$ cat config.mk
export PLATFORM = sky130hd
export DESIGN_NAME = calc_serial_rx_flat
export DESIGN_NICKNAME = d
export VERILOG_FILES = /design/src/rtl/calc_serial_rx_if.sv /design/src/rtl/calc_serial_rx.sv /design/src/flat_wrapper.sv
export SDC_FILE = /design/constraint.sdc
export NUM_CORES = 1
export LEC_CHECK = 0
export BUFFER_PORTS_ARGS = -buffer_cell sky130_fd_sc_hd__buf_2
export CAP_MARGIN = 10
export CORE_MARGIN = 3
export CORE_UTILIZATION = 54
export DETAILED_ROUTE_END_ITERATION = 7
export GPL_TIMING_DRIVEN = 1
export PLACE_DENSITY = 0.8
export SLEW_MARGIN = 20
export SYNTH_ARGS = -nofsm -noshare
export SYNTH_HDL_FRONTEND = slang
export SYNTH_SLANG_ARGS = --single-unit
$ cat constraint.sdc
create_clock -name Clk -period 2.5 [get_ports Clk]
set_input_delay 0.25 -clock Clk [delete_from_list [all_inputs] [get_ports Clk]]
set_output_delay 0.25 -clock Clk [all_outputs]
set_load 0.01 [all_outputs]
$ cat src/rtl/calc_serial_rx_if.sv
// Purpose: bundles the serial receive stream, the FIFO read side and the status flags of calc_serial_rx.
// Latency: none; this is wiring only.
// Backpressure: none of its own. RdEn pops the FIFO head only while RxValid is high.
// Ports (slave = receiver view):
//   in  : ClkTx, DOutValid, DataOut (serial stream); RdEn, ClrErr (host controls)
//   out : RxData, RxValid, RxLevel (FIFO head/state); RxBusy, FrameErr, Overrun (status)
interface calc_serial_rx_if #(
    parameter int OUTSIZE = 8,
    parameter int DEPTH   = 4
);
    logic                     ClkTx;
    logic                     DOutValid;
    logic                     DataOut;
    logic                     RdEn;
    logic                     ClrErr;
    logic [OUTSIZE-1:0]       RxData;
    logic                     RxValid;
    logic [$clog2(DEPTH):0]   RxLevel;
    logic                     RxBusy;
    logic                     FrameErr;
    logic                     Overrun;

    modport master (
        output ClkTx, DOutValid, DataOut, RdEn, ClrErr,
        input  RxData, RxValid, RxLevel, RxBusy, FrameErr, Overrun
    );

    modport slave (
        input  ClkTx, DOutValid, DataOut, RdEn, ClrErr,
        output RxData, RxValid, RxLevel, RxBusy, FrameErr, Overrun
    );
endinterface

$ cat src/rtl/calc_serial_rx.sv
// Purpose: deserializes the calculator's DataOut/ClkTx/DOutValid stream into OUTSIZE-bit words held in a FWFT FIFO.
// Latency: a word is pushed on the edge that samples its last bit and is visible on RxData/RxValid one cycle later.
// Backpressure: none toward the transmitter. A word completed while the FIFO is full, with no pop, is dropped and sets the sticky Overrun.
// Ports: Clk, Reset (sync, active-high), rx (calc_serial_rx_if.slave).
// Optional macro CALC_RX_TIMEOUT_EN adds a watchdog that aborts a word after TIMEOUT cycles without a ClkTx edge.
module calc_serial_rx #(
    parameter int OUTSIZE = 8,
    parameter int DEPTH   = 4,
    parameter int TIMEOUT = 64
) (
    input logic             Clk,
    input logic             Reset,
    calc_serial_rx_if.slave rx
);
    localparam int CW = $clog2(OUTSIZE + 1);
    localparam int AW = $clog2(DEPTH);

    if (DEPTH < 2 || (DEPTH & (DEPTH - 1)) != 0 || TIMEOUT < 1 || OUTSIZE < 1) begin : g_bad_param
        $error("calc_serial_rx: DEPTH must be a power of 2 >= 2, TIMEOUT and OUTSIZE >= 1");
    end

    typedef enum logic [0:0] {IDLE, SHIFT} state_t;

    state_t             state, state_nxt;
    logic [CW-1:0]      bit_cnt, cnt_nxt;
    logic [OUTSIZE-1:0] shift_reg, shift_d, shift_in;
    logic               clk_tx_q;
    logic               sample;
    logic               push;
    logic               abort;
    logic               wd_expired;
    logic               frame_err;
    logic               overrun;

    logic [OUTSIZE-1:0] mem [DEPTH];
    logic [AW-1:0]      wr_ptr, rd_ptr;
    logic [AW:0]        count;
    logic               pop, do_write, full;

    // ClkTx is treated as data; a bit is taken on its rising edge while the frame is valid.
    assign sample   = rx.ClkTx & ~clk_tx_q & rx.DOutValid;
    assign shift_in = OUTSIZE'({shift_reg, rx.DataOut});

`ifdef CALC_RX_TIMEOUT_EN
    localparam int WW = $clog2(TIMEOUT + 1);
    logic [WW-1:0] wd_cnt;

    // Counter stays at 0 outside SHIFT, so entering SHIFT starts it from zero.
    always_ff @(posedge Clk) begin
        if (Reset || state != SHIFT || sample) begin
            wd_cnt <= '0;
        end else begin
            wd_cnt <= wd_cnt + WW'(1);
        end
    end

    // Fires on the cycle the counter would reach TIMEOUT.
    assign wd_expired = (state == SHIFT) && !sample && (wd_cnt == WW'(TIMEOUT - 1));
`else
    assign wd_expired = 1'b0;
`endif

    always_ff @(posedge Clk) begin
        if (Reset) begin
            state     <= IDLE;
            bit_cnt   <= '0;
            shift_reg <= '0;
            clk_tx_q  <= 1'b0;
            frame_err <= 1'b0;
        end else begin
            state     <= state_nxt;
            bit_cnt   <= cnt_nxt;
            shift_reg <= shift_d;
            clk_tx_q  <= rx.ClkTx;
            frame_err <= abort;
        end
    end

    always_comb begin
        state_nxt = state;
        cnt_nxt   = bit_cnt;
        shift_d   = shift_reg;
        push      = 1'b0;
        abort     = 1'b0;
        case (state)
            IDLE: begin
                if (sample) begin
                    shift_d = shift_in;
                    if (OUTSIZE == 1) begin
                        push    = 1'b1;
                        cnt_nxt = '0;
                    end else begin
                        cnt_nxt   = CW'(1);
                        state_nxt = SHIFT;
                    end
                end
            end
            SHIFT: begin
                if (!rx.DOutValid || wd_expired) begin
                    abort     = 1'b1;
                    cnt_nxt   = '0;
                    state_nxt = IDLE;
                end else if (sample) begin
                    shift_d = shift_in;
                    cnt_nxt = bit_cnt + CW'(1);
                    if (bit_cnt == CW'(OUTSIZE - 1)) begin
                        push      = 1'b1;
                        cnt_nxt   = '0;
                        state_nxt = IDLE;
                    end
                end
            end
            default: state_nxt = IDLE;
        endcase
    end

    // FIFO: a pop on an empty FIFO is ignored; a simultaneous pop makes room for a push when full.
    assign full     = (count == (AW + 1)'(DEPTH));
    assign pop      = rx.RdEn && (count != '0);
    assign do_write = push && (!full || pop);

    always_ff @(posedge Clk) begin
        if (Reset) begin
            wr_ptr  <= '0;
            rd_ptr  <= '0;
            count   <= '0;
            overrun <= 1'b0;
        end else begin
            if (do_write) wr_ptr <= wr_ptr + AW'(1);
            if (pop)      rd_ptr <= rd_ptr + AW'(1);
            if (do_write && !pop)      count <= count + (AW + 1)'(1);
            else if (pop && !do_write) count <= count - (AW + 1)'(1);
            // A new overrun wins over a clear in the same cycle.
            if (push && !do_write)     overrun <= 1'b1;
            else if (rx.ClrErr)        overrun <= 1'b0;
        end
    end

    always_ff @(posedge Clk) begin
        if (do_write) mem[wr_ptr] <= shift_in;
    end

    assign rx.RxData   = (count != '0) ? mem[rd_ptr] : '0;
    assign rx.RxValid  = (count != '0);
    assign rx.RxLevel  = count;
    assign rx.RxBusy   = (state == SHIFT);
    assign rx.FrameErr = frame_err;
    assign rx.Overrun  = overrun;
endmodule

$ cat src/flat_wrapper.sv
// flat-port wrapper written by rule: the top's interface ports become plain ports
module calc_serial_rx_flat 
#(
    parameter int OUTSIZE = 8,
    parameter int DEPTH   = 4,
    parameter int TIMEOUT = 64
)
  (Clk, Reset, rx_ClkTx, rx_DOutValid, rx_DataOut, rx_RdEn, rx_ClrErr, rx_RxData, rx_RxValid, rx_RxLevel, rx_RxBusy, rx_FrameErr, rx_Overrun);
  calc_serial_rx_if #(.OUTSIZE(OUTSIZE), .DEPTH(DEPTH)) rx_i ();
  input logic Clk;
  input logic Reset;
  input wire logic [$bits(rx_i.ClkTx)-1:0] rx_ClkTx;
  input wire logic [$bits(rx_i.DOutValid)-1:0] rx_DOutValid;
  input wire logic [$bits(rx_i.DataOut)-1:0] rx_DataOut;
  input wire logic [$bits(rx_i.RdEn)-1:0] rx_RdEn;
  input wire logic [$bits(rx_i.ClrErr)-1:0] rx_ClrErr;
  output wire logic [$bits(rx_i.RxData)-1:0] rx_RxData;
  output wire logic [$bits(rx_i.RxValid)-1:0] rx_RxValid;
  output wire logic [$bits(rx_i.RxLevel)-1:0] rx_RxLevel;
  output wire logic [$bits(rx_i.RxBusy)-1:0] rx_RxBusy;
  output wire logic [$bits(rx_i.FrameErr)-1:0] rx_FrameErr;
  output wire logic [$bits(rx_i.Overrun)-1:0] rx_Overrun;
  assign rx_i.ClkTx = rx_ClkTx;
  assign rx_i.DOutValid = rx_DOutValid;
  assign rx_i.DataOut = rx_DataOut;
  assign rx_i.RdEn = rx_RdEn;
  assign rx_i.ClrErr = rx_ClrErr;
  assign rx_RxData = rx_i.RxData;
  assign rx_RxValid = rx_i.RxValid;
  assign rx_RxLevel = rx_i.RxLevel;
  assign rx_RxBusy = rx_i.RxBusy;
  assign rx_FrameErr = rx_i.FrameErr;
  assign rx_Overrun = rx_i.Overrun;
  calc_serial_rx #(.OUTSIZE(OUTSIZE), .DEPTH(DEPTH), .TIMEOUT(TIMEOUT)) u_core (.Clk(Clk), .Reset(Reset), .rx(rx_i));
endmodule
==> impl_metrics.csv <==
group,metric,value,unit
routing,first_pass_iters,4,
routing,vias_per_cell,5.641,
finish,instances_no_fill,245,
finish,nFillCells,309,
sta,tightest_slew,0.6563,ns
clock_network,clk_pin_slew,0.09,ns
logic_synthesis,synth_area,2328,µm²
routing,ant_nets,0,
critical_path,crit_type,"reg -> reg",
clock_network,cts_root_buffer,"clkbuf_8",
clock_network,clock_sinks,56,
sta,fmax,0.4302,GHz
sta,slew_headroom,56.01,%
logic_synthesis,synth_cell_types,34,
logic_synthesis,yosysTopAreaCell,"edfxtp_1",
finish,largest_reg_flops,32,
worst_hold_path,min-delay-path-class,"in -> reg",
floorplan,start_util,56.98,%
sta,finalSetupTns,0,ns
critical_path,worstSetupEndpointType,"flop",
finish,diodes,0,
logic_synthesis,synth.top_cell.area_share,41.27,%
floorplan,fp.dieH,71.67,µm
clock_network,cts_tree,"built",
logic_synthesis,ys_top_cells_by_count,"edfxtp_1 (32), dfxtp_1 (24), nand2_1 (14)",
finish,multi_input_area,835.8,µm²
logic_synthesis,async_flop_share,0,%
global_route,grt_max_degree,27,
logic_synthesis,syn_nets,185,
sta,finalHoldViolCount,0,
logic_synthesis,ys_warn_count,0,
critical_path,cp_max_fo,5,
placement,place_congestion,0.9150,
clock_network,clock_latency,0.30,ns
finish,utilization,63.04,%
logic_synthesis,synth.avg_cell_area,13.62,µm²
routing,routed_wl,3861,µm
critical_path,start_kind,"flop",
clock_network,cts_setup_buffers,0,
placement,dp_hpwl,2695,µm
finish,nNetsFinal,208,
finish,syn_to_final_growth,10.64,%
logic_synthesis,synth_seq_cells,56,
global_route,grt_pass1_vias,1371,
critical_path,endpoint,"u_core.rx.RxLevel[2]",
pwr,power.leakage,0.9354,nW
clock_network,hold_buffers,0,
global_route,grt_overflow,0,
sta,fin_skew,0.005195,ns
floorplan,dieArea,5136,µm²
critical_path,r2r_end,"u_core.rx.RxLevel[2]",
finish,register_area,1441,µm²
sta,fin_crit_sh,92.97,%
clock_network,clockBufferDepth,2,
logic_synthesis,ys.flop_type,"edfxtp_1",
critical_path,crit_start,"u_core.bit_cnt[0]",
floorplan,core_area,4086,µm²
critical_path,critical_path_arrival,2.55,ns
floorplan,core.rowCount,23,
critical_path,rr_worst_depth,9,
clock_network,numCtsBuffers,5,
global_route,antenna_found_initial,0,
global_route,grt_pass1_wl,6534,µm
sta,finalCriticalPeriod,2.324,ns
sta,hold-worst-slack,0.1952,ns
finish,drive_above_1_share,24.62,%
pwr,vdd_ir_drop_max,0.3789,mV
critical_path,required,2.73,ns
logic_synthesis,synth_area_leaders,"edfxtp_1 (41%), dfxtp_1 (21%), mux4_2 (7.7%), ha_1 (3.2%), nor2b_1 (2.7%)",
floorplan,die_x,71.67,µm
logic_synthesis,synth-edff-count,32,
global_route,grt_usage,16.63,%
clock_network,h-tree-depth,2,
sta,grt_setup_unrepaired,"no",
sta,maxSlewViolCount,0,
pwr,total_power,0.002002,W
logic_synthesis,yosysSeqAreaShare,61.90,%
placement,dp_cells,237,
floorplan,pin_count,22,
logic_synthesis,synth_cells,171,
routing,drcViolationCount,0,
pwr,power_density,777.0,nW/µm²
critical_path,rrSetupSlack,0.18,ns
flow_run,cap_violations,0,
routing,drtIter0Drc,73,
placement,io_buffers,21,
routing,num_vias,1382,
logic_synthesis,yosysMostFrequentCell,"edfxtp_1",
sta,setup_viol,0,
outcome,status,"completed",
critical_path,r2r_start,"u_core.bit_cnt[0]",
routing,wl_per_cell,15.76,µm
[per-layer routing]
layer / up-vias / wire length [µm] / global-route usage [%]
met5: - / 0 / 0
met4: 0 / 94 / 6.889
met3: 13 / 142 / 4.488
met2: 32 / 2008 / 28.37
met1: 676 / 1615 / 19.91
li1: 661 / - / -
[cell usage in the layout (no fill, tap or decap), drive strengths merged]
cell type | synthesis | final
nand2 | 14 | 14
o21ai | 3 | 3
edfxtp | 32 | 32
buf | 2 | 24
nand4b | 3 | 3
nand3b | 3 | 3
xor2 | 5 | 5
and2 | 4 | 4
ha | 6 | 6
a211oi | 2 | 2
nor4b | 1 | 1
o311ai | 1 | 1
nor2 | 9 | 9
fa | 1 | 1
and3b | 1 | 1
and4b | 1 | 1
o31ai | 2 | 2
inv | 5 | 5
dfxtp | 24 | 24
o211ai | 1 | 1
nand2b | 4 | 4
or3 | 1 | 1
mux2 | 1 | 1
nor3 | 2 | 2
clkbuf | 6 | 8
mux4 | 8 | 8
a31oi | 1 | 1
nor2b | 10 | 10
mux2i | 2 | 2
a21oi | 11 | 11
nand3 | 5 | 5
[cells by family (layout without fill, tap and decap cells)]
group	after synthesis	count (layout)	share of synthesized area [%]
adder cells (fa/ha/maj)	7	7	4.084
buffers and inverters	13	37	2.311
AO/OA/AOI/OAI	21	21	5.266
multiplexers	11	11	9.242
AND/OR/NAND/NOR	58	58	15.31
flip-flops	56	56	61.90
XOR/XNOR	5	5	1.881
[report_power, final]
group	total [W]	internal [W]	switching, W
Sequential	0.00107	0.000999	0.0000685
Combinational	0.000450	0.000208	0.000241
Clock	0.000484	0.000226	0.000258
Total	0.00200	0.00143	0.000568
[stage by stage]
step                area (µm²)  setup slack (ns)
floorplan                 2328            0.2647
global placement          2484            0.3256
detailed placement        2484            0.1734
CTS                       2574            0.1522
global route              2576          0.001259
finish                    2576            0.1757
[critical path, cell delays in order (launching register included)]
cell      delay (ns)
dfxtp_1         0.39
ha_2            0.24
nand4b_1        0.18
nor3_4          0.17
ha_1            0.20
inv_1           0.06
fa_1            0.37
xor2_1          0.16
or3_1           0.31
a21oi_1         0.17
[how the worst min path moves through the flow]
stage | from | to | cells after the start
after floorplan | rx_DataOut | u_core.mem[0][0] | 0
after global placement | u_core.rx.Overrun | u_core.rx.Overrun | 2
after detailed placement | u_core.rx.Overrun | u_core.rx.Overrun | 2
after CTS | rx_DataOut | u_core.mem[0][0] | 1
after global routing | rx_DataOut | u_core.mem[2][0] | 1
final | rx_DataOut | u_core.mem[0][0] | 1
[what timing repair did]
item / in CTS / in global routing
setup endpoints to repair: 0 / 1
endpoints found under the hold margin: 0 / 0
gates resized for setup: 0 / 1
[final cells by class]
class | count | area share, %
Timing Repair Buffer | 24 | 4.954
Multi-Input combinational cell | 102 | 32.44
Clock buffer | 8 | 3.497
Tap cell | 50 | 2.428
Inverter | 5 | 0.7285
Sequential cell | 56 | 55.95
No activity file was read; power rests on OpenSTA's default activity.
